$ cat src/rtl/sha256_pkg.sv
// Shared SHA-256 sequencing definitions: FSM encoding, bank addresses, IV.
package sha256_pkg;

  localparam int unsigned WORD_W    = 32;
  localparam int unsigned NUM_WORDS = 8;
  localparam int unsigned VEC_W     = WORD_W * NUM_WORDS;
  localparam int unsigned ADDR_W    = 4;
  localparam int unsigned RIDX_W    = 6;
  localparam int unsigned LIDX_W    = 3;

  typedef enum logic [2:0] {
    ST_IDLE  = 3'd0,
    ST_LOAD  = 3'd1,
    ST_ROUND = 3'd2,
    ST_ACCUM = 3'd3,
    ST_DONE  = 3'd4
  } state_e;

  localparam logic [ADDR_W-1:0] ADDR_PASS = 4'd0;
  localparam logic [ADDR_W-1:0] ADDR_A    = 4'd1;
  localparam logic [ADDR_W-1:0] ADDR_B    = 4'd2;
  localparam logic [ADDR_W-1:0] ADDR_C    = 4'd3;
  localparam logic [ADDR_W-1:0] ADDR_D    = 4'd4;
  localparam logic [ADDR_W-1:0] ADDR_E    = 4'd5;
  localparam logic [ADDR_W-1:0] ADDR_F    = 4'd6;
  localparam logic [ADDR_W-1:0] ADDR_G    = 4'd7;
  localparam logic [ADDR_W-1:0] ADDR_H    = 4'd8;

  // Standard initial hash value, H0 in the top word
  localparam logic [VEC_W-1:0] IV = {
    32'h6a09e667, 32'hbb67ae85, 32'h3c6ef372, 32'ha54ff53a,
    32'h510e527f, 32'h9b05688c, 32'h1f83d9ab, 32'h5be0cd19
  };

  // Pick word idx out of a packed 8-word vector, word 0 in the top bits
  function automatic logic [WORD_W-1:0] word_sel(input logic [VEC_W-1:0] vec,
                                                 input logic [LIDX_W-1:0] idx);
    logic [VEC_W-1:0] sh;
    sh = vec << (WORD_W * 32'(idx));
    return sh[VEC_W-1 -: WORD_W];
  endfunction

endpackage

$ cat src/rtl/sha256_round_sequencer_if.sv
// Feeder / bank-side signal bundle of the round sequencer.
interface sha256_round_sequencer_if;
  logic                               msg_valid;
  logic                               msg_first;
  logic                               msg_ready;
  logic [sha256_pkg::VEC_W-1:0]       work_in;
  logic [sha256_pkg::VEC_W-1:0]       hash_in;
  logic [sha256_pkg::ADDR_W-1:0]      bank_addr;
  logic [sha256_pkg::WORD_W-1:0]      bank_data;
  logic                               round_en;
  logic [sha256_pkg::RIDX_W-1:0]      round_idx;
  logic                               busy;
  logic                               done;
  logic [sha256_pkg::VEC_W-1:0]       digest;

  modport master (
    output msg_valid, msg_first, work_in, hash_in,
    input  msg_ready, bank_addr, bank_data, round_en, round_idx, busy, done, digest
  );

  modport slave (
    input  msg_valid, msg_first, work_in, hash_in,
    output msg_ready, bank_addr, bank_data, round_en, round_idx, busy, done, digest
  );
endinterface

$ cat src/rtl/sha256_digest_acc.sv
// Running digest H0..H7: seeded word by word during LOAD, folded with A..H in ACCUM.
module sha256_digest_acc
  import sha256_pkg::*;
(
  input  logic              clk,
  input  logic              rst_n,
  input  logic              load_en,
  input  logic [LIDX_W-1:0] load_idx,
  input  logic [WORD_W-1:0] load_data,
  input  logic              acc_en,
  input  logic [VEC_W-1:0]  work_in,
  output logic [VEC_W-1:0]  h
);

  // Per-word modulo-2^32 add; carries stay inside each word
  always_ff @(posedge clk or negedge rst_n) begin
    if (!rst_n) begin
      h <= '0;
    end else if (acc_en) begin
      for (int i = 0; i < NUM_WORDS; i++) begin
        h[WORD_W*i +: WORD_W] <= h[WORD_W*i +: WORD_W] + work_in[WORD_W*i +: WORD_W];
      end
    end else if (load_en) begin
      h[WORD_W*(NUM_WORDS-1-32'(load_idx)) +: WORD_W] <= load_data;
    end
  end

endmodule

$ cat src/rtl/sha256_round_sequencer.sv
// SHA-256 compression sequencer: load A..H, step 64 rounds, optionally fold digest.
// Optional feature macro: SHA256_DIGEST_ACC_EN (internal digest accumulator).
module sha256_round_sequencer
  import sha256_pkg::*;
#(
  parameter int unsigned ROUNDS   = 64,
  parameter int unsigned NUM_VARS = 8
) (
  input  logic                       clk,
  input  logic                       rst_n,
  sha256_round_sequencer_if.slave    bus
);

  state_e              state;
  logic                first_q;
  logic [LIDX_W-1:0]   load_idx;
  logic                msg_ready_q;
  logic [ADDR_W-1:0]   bank_addr_q;
  logic [WORD_W-1:0]   bank_data_q;
  logic                round_en_q;
  logic [RIDX_W-1:0]   round_idx_q;
  logic                busy_q;
  logic                done_q;
  logic [VEC_W-1:0]    chain_src;
  logic [LIDX_W-1:0]   load_nxt;

  assign load_nxt = load_idx + LIDX_W'(1);

`ifdef SHA256_DIGEST_ACC_EN
  logic [VEC_W-1:0] h_q;
  logic             h_load_en;
  logic             h_acc_en;
  logic             unused_hash_in;

  // IV words go into H alongside the bank write they accompany
  assign h_load_en = (state == ST_LOAD) && first_q;
  assign h_acc_en  = (state == ST_ACCUM);

  sha256_digest_acc u_digest_acc (
    .clk       (clk),
    .rst_n     (rst_n),
    .load_en   (h_load_en),
    .load_idx  (load_idx),
    .load_data (bank_data_q),
    .acc_en    (h_acc_en),
    .work_in   (bus.work_in),
    .h         (h_q)
  );

  assign chain_src      = h_q;
  assign bus.digest     = h_q;
  assign unused_hash_in = ^bus.hash_in;
`else
  logic unused_work_in;

  assign chain_src      = bus.hash_in;
  assign bus.digest     = '0;
  assign unused_work_in = ^bus.work_in;
`endif

  assign bus.msg_ready = msg_ready_q;
  assign bus.bank_addr = bank_addr_q;
  assign bus.bank_data = bank_data_q;
  assign bus.round_en  = round_en_q;
  assign bus.round_idx = round_idx_q;
  assign bus.busy      = busy_q;
  assign bus.done      = done_q;

  // Block FSM; outputs are registered alongside the state they belong to
  always_ff @(posedge clk or negedge rst_n) begin
    if (!rst_n) begin
      state       <= ST_IDLE;
      first_q     <= 1'b0;
      load_idx    <= '0;
      msg_ready_q <= 1'b1;
      bank_addr_q <= ADDR_PASS;
      bank_data_q <= '0;
      round_en_q  <= 1'b0;
      round_idx_q <= '0;
      busy_q      <= 1'b0;
      done_q      <= 1'b0;
    end else begin
      case (state)
        ST_IDLE: begin
          if (bus.msg_valid) begin
            state       <= ST_LOAD;
            first_q     <= bus.msg_first;
            load_idx    <= '0;
            msg_ready_q <= 1'b0;
            busy_q      <= 1'b1;
            bank_addr_q <= ADDR_A;
            bank_data_q <= bus.msg_first ? word_sel(IV, '0) : word_sel(chain_src, '0);
          end
        end
        ST_LOAD: begin
          if (load_idx == LIDX_W'(NUM_VARS - 1)) begin
            state       <= ST_ROUND;
            bank_addr_q <= ADDR_PASS;
            bank_data_q <= '0;
            round_en_q  <= 1'b1;
            round_idx_q <= '0;
          end else begin
            load_idx    <= load_nxt;
            bank_addr_q <= bank_addr_q + ADDR_W'(1);
            bank_data_q <= first_q ? word_sel(IV, load_nxt) : word_sel(chain_src, load_nxt);
          end
        end
        ST_ROUND: begin
          if (round_idx_q == RIDX_W'(ROUNDS - 1)) begin
            round_en_q  <= 1'b0;
            round_idx_q <= '0;
`ifdef SHA256_DIGEST_ACC_EN
            state       <= ST_ACCUM;
`else
            state       <= ST_DONE;
            done_q      <= 1'b1;
`endif
          end else begin
            round_idx_q <= round_idx_q + RIDX_W'(1);
          end
        end
`ifdef SHA256_DIGEST_ACC_EN
        ST_ACCUM: begin
          state  <= ST_DONE;
          done_q <= 1'b1;
        end
`endif
        ST_DONE: begin
          state       <= ST_IDLE;
          done_q      <= 1'b0;
          busy_q      <= 1'b0;
          msg_ready_q <= 1'b1;
        end
        default: begin
          state       <= ST_IDLE;
          msg_ready_q <= 1'b1;
          busy_q      <= 1'b0;
          done_q      <= 1'b0;
          round_en_q  <= 1'b0;
          bank_addr_q <= ADDR_PASS;
        end
      endcase
    end
  end

endmodule
$ cat src/flat_wrapper.sv
// flat-port wrapper written by rule: the top's interface ports become plain ports
module sha256_round_sequencer_flat import sha256_pkg::*;
#(
  parameter int unsigned ROUNDS   = 64,
  parameter int unsigned NUM_VARS = 8
)
  (clk, rst_n, bus_msg_valid, bus_msg_first, bus_work_in, bus_hash_in, bus_msg_ready, bus_bank_addr, bus_bank_data, bus_round_en, bus_round_idx, bus_busy, bus_done, bus_digest);
  sha256_round_sequencer_if bus_i ();
  input  logic clk;
  input  logic rst_n;
  input wire logic [$bits(bus_i.msg_valid)-1:0] bus_msg_valid;
  input wire logic [$bits(bus_i.msg_first)-1:0] bus_msg_first;
  input wire logic [$bits(bus_i.work_in)-1:0] bus_work_in;
  input wire logic [$bits(bus_i.hash_in)-1:0] bus_hash_in;
  output wire logic [$bits(bus_i.msg_ready)-1:0] bus_msg_ready;
  output wire logic [$bits(bus_i.bank_addr)-1:0] bus_bank_addr;
  output wire logic [$bits(bus_i.bank_data)-1:0] bus_bank_data;
  output wire logic [$bits(bus_i.round_en)-1:0] bus_round_en;
  output wire logic [$bits(bus_i.round_idx)-1:0] bus_round_idx;
  output wire logic [$bits(bus_i.busy)-1:0] bus_busy;
  output wire logic [$bits(bus_i.done)-1:0] bus_done;
  output wire logic [$bits(bus_i.digest)-1:0] bus_digest;
  assign bus_i.msg_valid = bus_msg_valid;
  assign bus_i.msg_first = bus_msg_first;
  assign bus_i.work_in = bus_work_in;
  assign bus_i.hash_in = bus_hash_in;
  assign bus_msg_ready = bus_i.msg_ready;
  assign bus_bank_addr = bus_i.bank_addr;
  assign bus_bank_data = bus_i.bank_data;
  assign bus_round_en = bus_i.round_en;
  assign bus_round_idx = bus_i.round_idx;
  assign bus_busy = bus_i.busy;
  assign bus_done = bus_i.done;
  assign bus_digest = bus_i.digest;
  sha256_round_sequencer #(.ROUNDS(ROUNDS), .NUM_VARS(NUM_VARS)) u_core (.clk(clk), .rst_n(rst_n), .bus(bus_i));
endmodule
$ cat config.mk
export PLATFORM = sky130hd
export DESIGN_NAME = sha256_round_sequencer_flat
export DESIGN_NICKNAME = d
export VERILOG_FILES = /design/src/rtl/sha256_pkg.sv /design/src/rtl/sha256_round_sequencer_if.sv /design/src/rtl/sha256_digest_acc.sv /design/src/rtl/sha256_round_sequencer.sv /design/src/flat_wrapper.sv
export SDC_FILE = /design/constraint.sdc
export NUM_CORES = 1
export LEC_CHECK = 0
export CORE_AREA = 5 5 316 318
export CTS_CLUSTER_SIZE = 12
export DETAILED_ROUTE_END_ITERATION = 10
export DIE_AREA = 0 0 321 323
export SYNTH_ARGS = -nofsm -noshare
export SYNTH_HDL_FRONTEND = slang
export SYNTH_SLANG_ARGS = --single-unit
export TNS_END_PERCENT = 10
$ cat constraint.sdc
create_clock -name clk -period 5.62 [get_ports clk]
set_input_delay 0.562 -clock clk [delete_from_list [all_inputs] [get_ports clk]]
set_output_delay 0.562 -clock clk [all_outputs]
set_load 0.05 [all_outputs]
==> impl_metrics.py <==
metrics = {
    "place": {
        "dp_hpwl_mm": 43.8,
        "place_ws_ns": 1.96,
        "port_buffers": 305,
        "place_area_um2": 10400,
        "gp_congestion": 0.689,
    },
    "timing": {
        "period_needed_ns": 3.44,
        "layout_setup_ws_ns": 2.18,
        "maxSlewHeadroom": 0.245,
        "tightestPinTransition_ns": 1.13,
        "rsz0062_at_grt": "false",
        "setup_viol": 0,
        "setup-tns-final_ns": 0,
        "hold_ws_ns": 0.320,
        "slew_viol_final": 0,
        "maxClockFrequency_mhz": 290,
        "fin_skew_ns": 0.0197,
        "hold_violations": 0,
        "final.period_utilization": 0.613,
    },
    "pwr": {
        "p_per_area_nw_per_um2": 594,
        "p_comb_frac": 0.809,
        "internal_power_mw": 2.19,
        "ir_drop_uv": 241,
        "pwr-share-clk": 0.064,
        "p_seq_frac": 0.127,
        "sw_frac_of_total": 0.650,
        "power_switching_mw": 4.08,
        "leakage_nw": 4.03,
    },
    "synthesis": {
        "synthesis.area_um2": 6710,
        "synth_edf_count": 0,
        "ys.flop_type": "dfrtp_1",
        "ys_warn_count": 0,
        "async_reset_ff_frac": 1.00,
        "netlist_instances": 863,
        "synth-seq-area-share": 0.198,
        "avgSynthCellArea_um2": 7.78,
        "ys_ff_latch": 53,
        "ys_types": 58,
    },
    "clocking": {
        "root_buffer": "clkbuf_16",
        "htreeDepth": 2,
        "cts_hold_buf": 0,
        "clk_path_buf_depth": 2,
        "clk_latency_ns": 0.36,
        "cts_tree": "built",
        "clock_sinks": 53,
        "cts_resized": 0,
        "clk_pin_slew_ns": 0.11,
        "postCtsSetupBuffers": 0,
        "numCtsBuffers": 5,
    },
    "worst_setup_path": {
        "critical_path_class": "flip-flop to flip-flop",
        "arrival_ns": 3.71,
        "critPathCaptureType": "flip-flop",
        "critPathMaxStageDelay_ns": 0.77,
        "cp_max_fo": 24,
        "crit_chain": "ha_4 > inv_1 > nor2_1 > a21oi_1 > o2111a_1 > nor3_1",
        "cp.required_ns": 5.89,
        "startpoint_type": "flip-flop",
        "critPathSlowestCell": "ha_4",
    },
    "final_layout": {
        "syn_to_final_growth_pct": 57.2,
        "post_route_cells_drive_above_1_share": 0.0620,
        "fillers": 11245,
        "fin_nets": 1665,
        "final_area_um2": 10600,
    },
    "route": {
        "wl_per_cell_um": 22.3,
        "vias": 7053,
        "ant_nets": 0,
        "wl_mm": 54.1,
        "via_per_inst": 2.91,
        "drc": 0,
        "dr.pass1.iters": 6,
        "drtIter0Drc": 362,
    },
    "die": {
        "die_y_um": 323,
        "fp.dieW_um": 321,
        "die_area_um2": 104000,
        "io_pins": 818,
        "core_um2": 96300,
        "rows": 114,
        "initial_utilization": 0.0697,
    },
    "run": {
        "drv_cap": 0,
    },
    "global_routing": {
        "antenna_found_initial": 34,
        "grt_start_max_net_pins": 73,
        "grt_usage": 0.0980,
        "grt_pass1_wl_mm": 67.0,
        "gr-total-overflow": 0,
        "grt_pass1_vias": 6954,
    },
    "worst_hold_path": {
        "worst_hold_path_type": "primary input to asynchronous set/reset pin",
    },
    "status": {
        "status": "finished clean",
    },
}
path summary, 6_finish.rpt:
check / from / to / slack (ns) / cells past startpoint
setup reg to reg: u_core.load_idx[0] / u_core.bus.bank_data[1] / 2.18 / 6
setup / recovery: u_core.load_idx[0] / u_core.bus.bank_data[1] / 2.18 / 6
min in group clk: u_core.bus.bank_data[12] / u_core.bus.bank_data[12] / 0.49 / 2
max in group asynchronous: rst_n / u_core.load_idx[0] / 4.60 / 1
hold reg to reg: u_core.bus.bank_data[12] / u_core.bus.bank_data[12] / 0.49 / 2
hold / removal: rst_n / u_core.bus.bank_data[7] / 0.32 / 1
per-stage QoR:
step	total power, mW	instances	utilization
finish	6.27	2427	0.110
global route	6.73	2423	0.110
CTS	6.48	2422	0.109
detailed placement	6.04	2414	0.108
global placement	6.03	2414	0.108
floorplan	3.66	1118	-
critical path: cells and delay by family, from the launching register on:
| kind | cells | cell delay (ns) |
|---|---|---|
| flops | 1 | 0.67 |
| fa+ha+maj | 1 | 0.77 |
| buf+inv | 1 | 0.49 |
| simple gates | 2 | 0.90 |
| compound gates | 2 | 0.50 |
power by group through the flow:
stage,sequential (mW),clock [mW],combinational [mW]
6_report,0.796,0.404,5.07
2_1_floorplan,1.17,0,2.49
4_1_cts,0.810,0.437,5.24
3_3_place_gp,0.810,0,5.22
3_5_place_dp,0.817,0,5.22
5_1_grt,0.831,0.447,5.45
layout by cell type (no fill, tap or decap), drive strengths merged, types with 8 or more instances in the layout:
| cell type | Yosys | routed |
|---|---|---|
| nand3 | 22 | 22 |
| o22ai | 13 | 13 |
| mux2i | 51 | 51 |
| o21ai | 76 | 76 |
| nor2 | 75 | 75 |
| buf | 279 | 24 |
| dfrtp | 52 | 52 |
| clkdlybuf4s50 | 0 | 304 |
| conb | 1 | 256 |
| mux2 | 9 | 9 |
| mux4 | 12 | 12 |
| a31oi | 10 | 10 |
| nand2 | 46 | 46 |
| nand2b | 8 | 8 |
| o221ai | 8 | 8 |
| nor2b | 9 | 9 |
| nor3 | 9 | 9 |
| inv | 10 | 12 |
| a21oi | 66 | 66 |
registers in the layout, summed over array words and instances, names as in the netlist:
signal,count
u_core.load_idx,3
u_core.bus.round_en,1
u_core.bus.busy,1
u_core.bus.bank_addr,4
u_core.state,3
u_core.bus.msg_ready,1
u_core.bus.done,1
u_core.bus.bank_data,32
u_core.first_q,1
u_core.bus.round_idx,6
metal layers:
metal | track usage | wire length [um] | vias to the layer above
met5 | 0 | 73 | -
met4 | 0.0275 | 1340 | 12
met3 | 0.0263 | 4360 | 69
met2 | 0.160 | 24600 | 526
met1 | 0.128 | 23700 | 3359
li1 | - | - | 3087
cells by family after synthesis:
group                    after synthesis  synth area share
multiplexers                          72             0.131
adder cells (fa/ha/maj)                4           0.00745
other                                  1          0.000559
AND/OR/NAND/NOR                      186             0.125
buffers and inverters                318             0.328
flip-flops                            53             0.198
XOR/XNOR                               1           0.00130
AO/OA/AOI/OAI                        228             0.208
cell type report:
class                      instances  area (um^2)  share of cell area
timing repair buffer             328         3240               0.307
sequential                        53         1330               0.126
multi-input combinational        747         4180               0.396
clock inverter                     3         28.8             0.00273
clock buffer                       5          125              0.0119
antenna                            5         12.5             0.00119
tap                             1276         1600               0.151
inverter                          10         37.5             0.00356
synthesized netlist by cell type, drive strengths merged, types with 3 or more instances:
cell type,n,area (um^2)
a21oi,66,330
buf,279,2060
o21ai,76,380
nand3,22,110
or2,3,18.8
inv,10,37.5
clkbuf,29,109
o211ai,6,45.0
mux4,12,270
a21o,3,22.5
a22oi,5,37.5
o22ai,13,81.3
o221ai,8,70.1
o21a,3,22.5
nor2b,9,56.3
nor3,9,45.0
a32oi,6,52.6
a31oi,10,62.6
nand2b,8,50.1
and3,5,31.3
a211oi,3,22.5
mux2i,51,510
a221oi,4,41.3
a211o,4,35.0
ha,4,50.1
dfrtp,52,1300
nand2,46,173
mux2,9,101
nor2,75,289
Note: power is estimated with default switching activity, not from simulation.
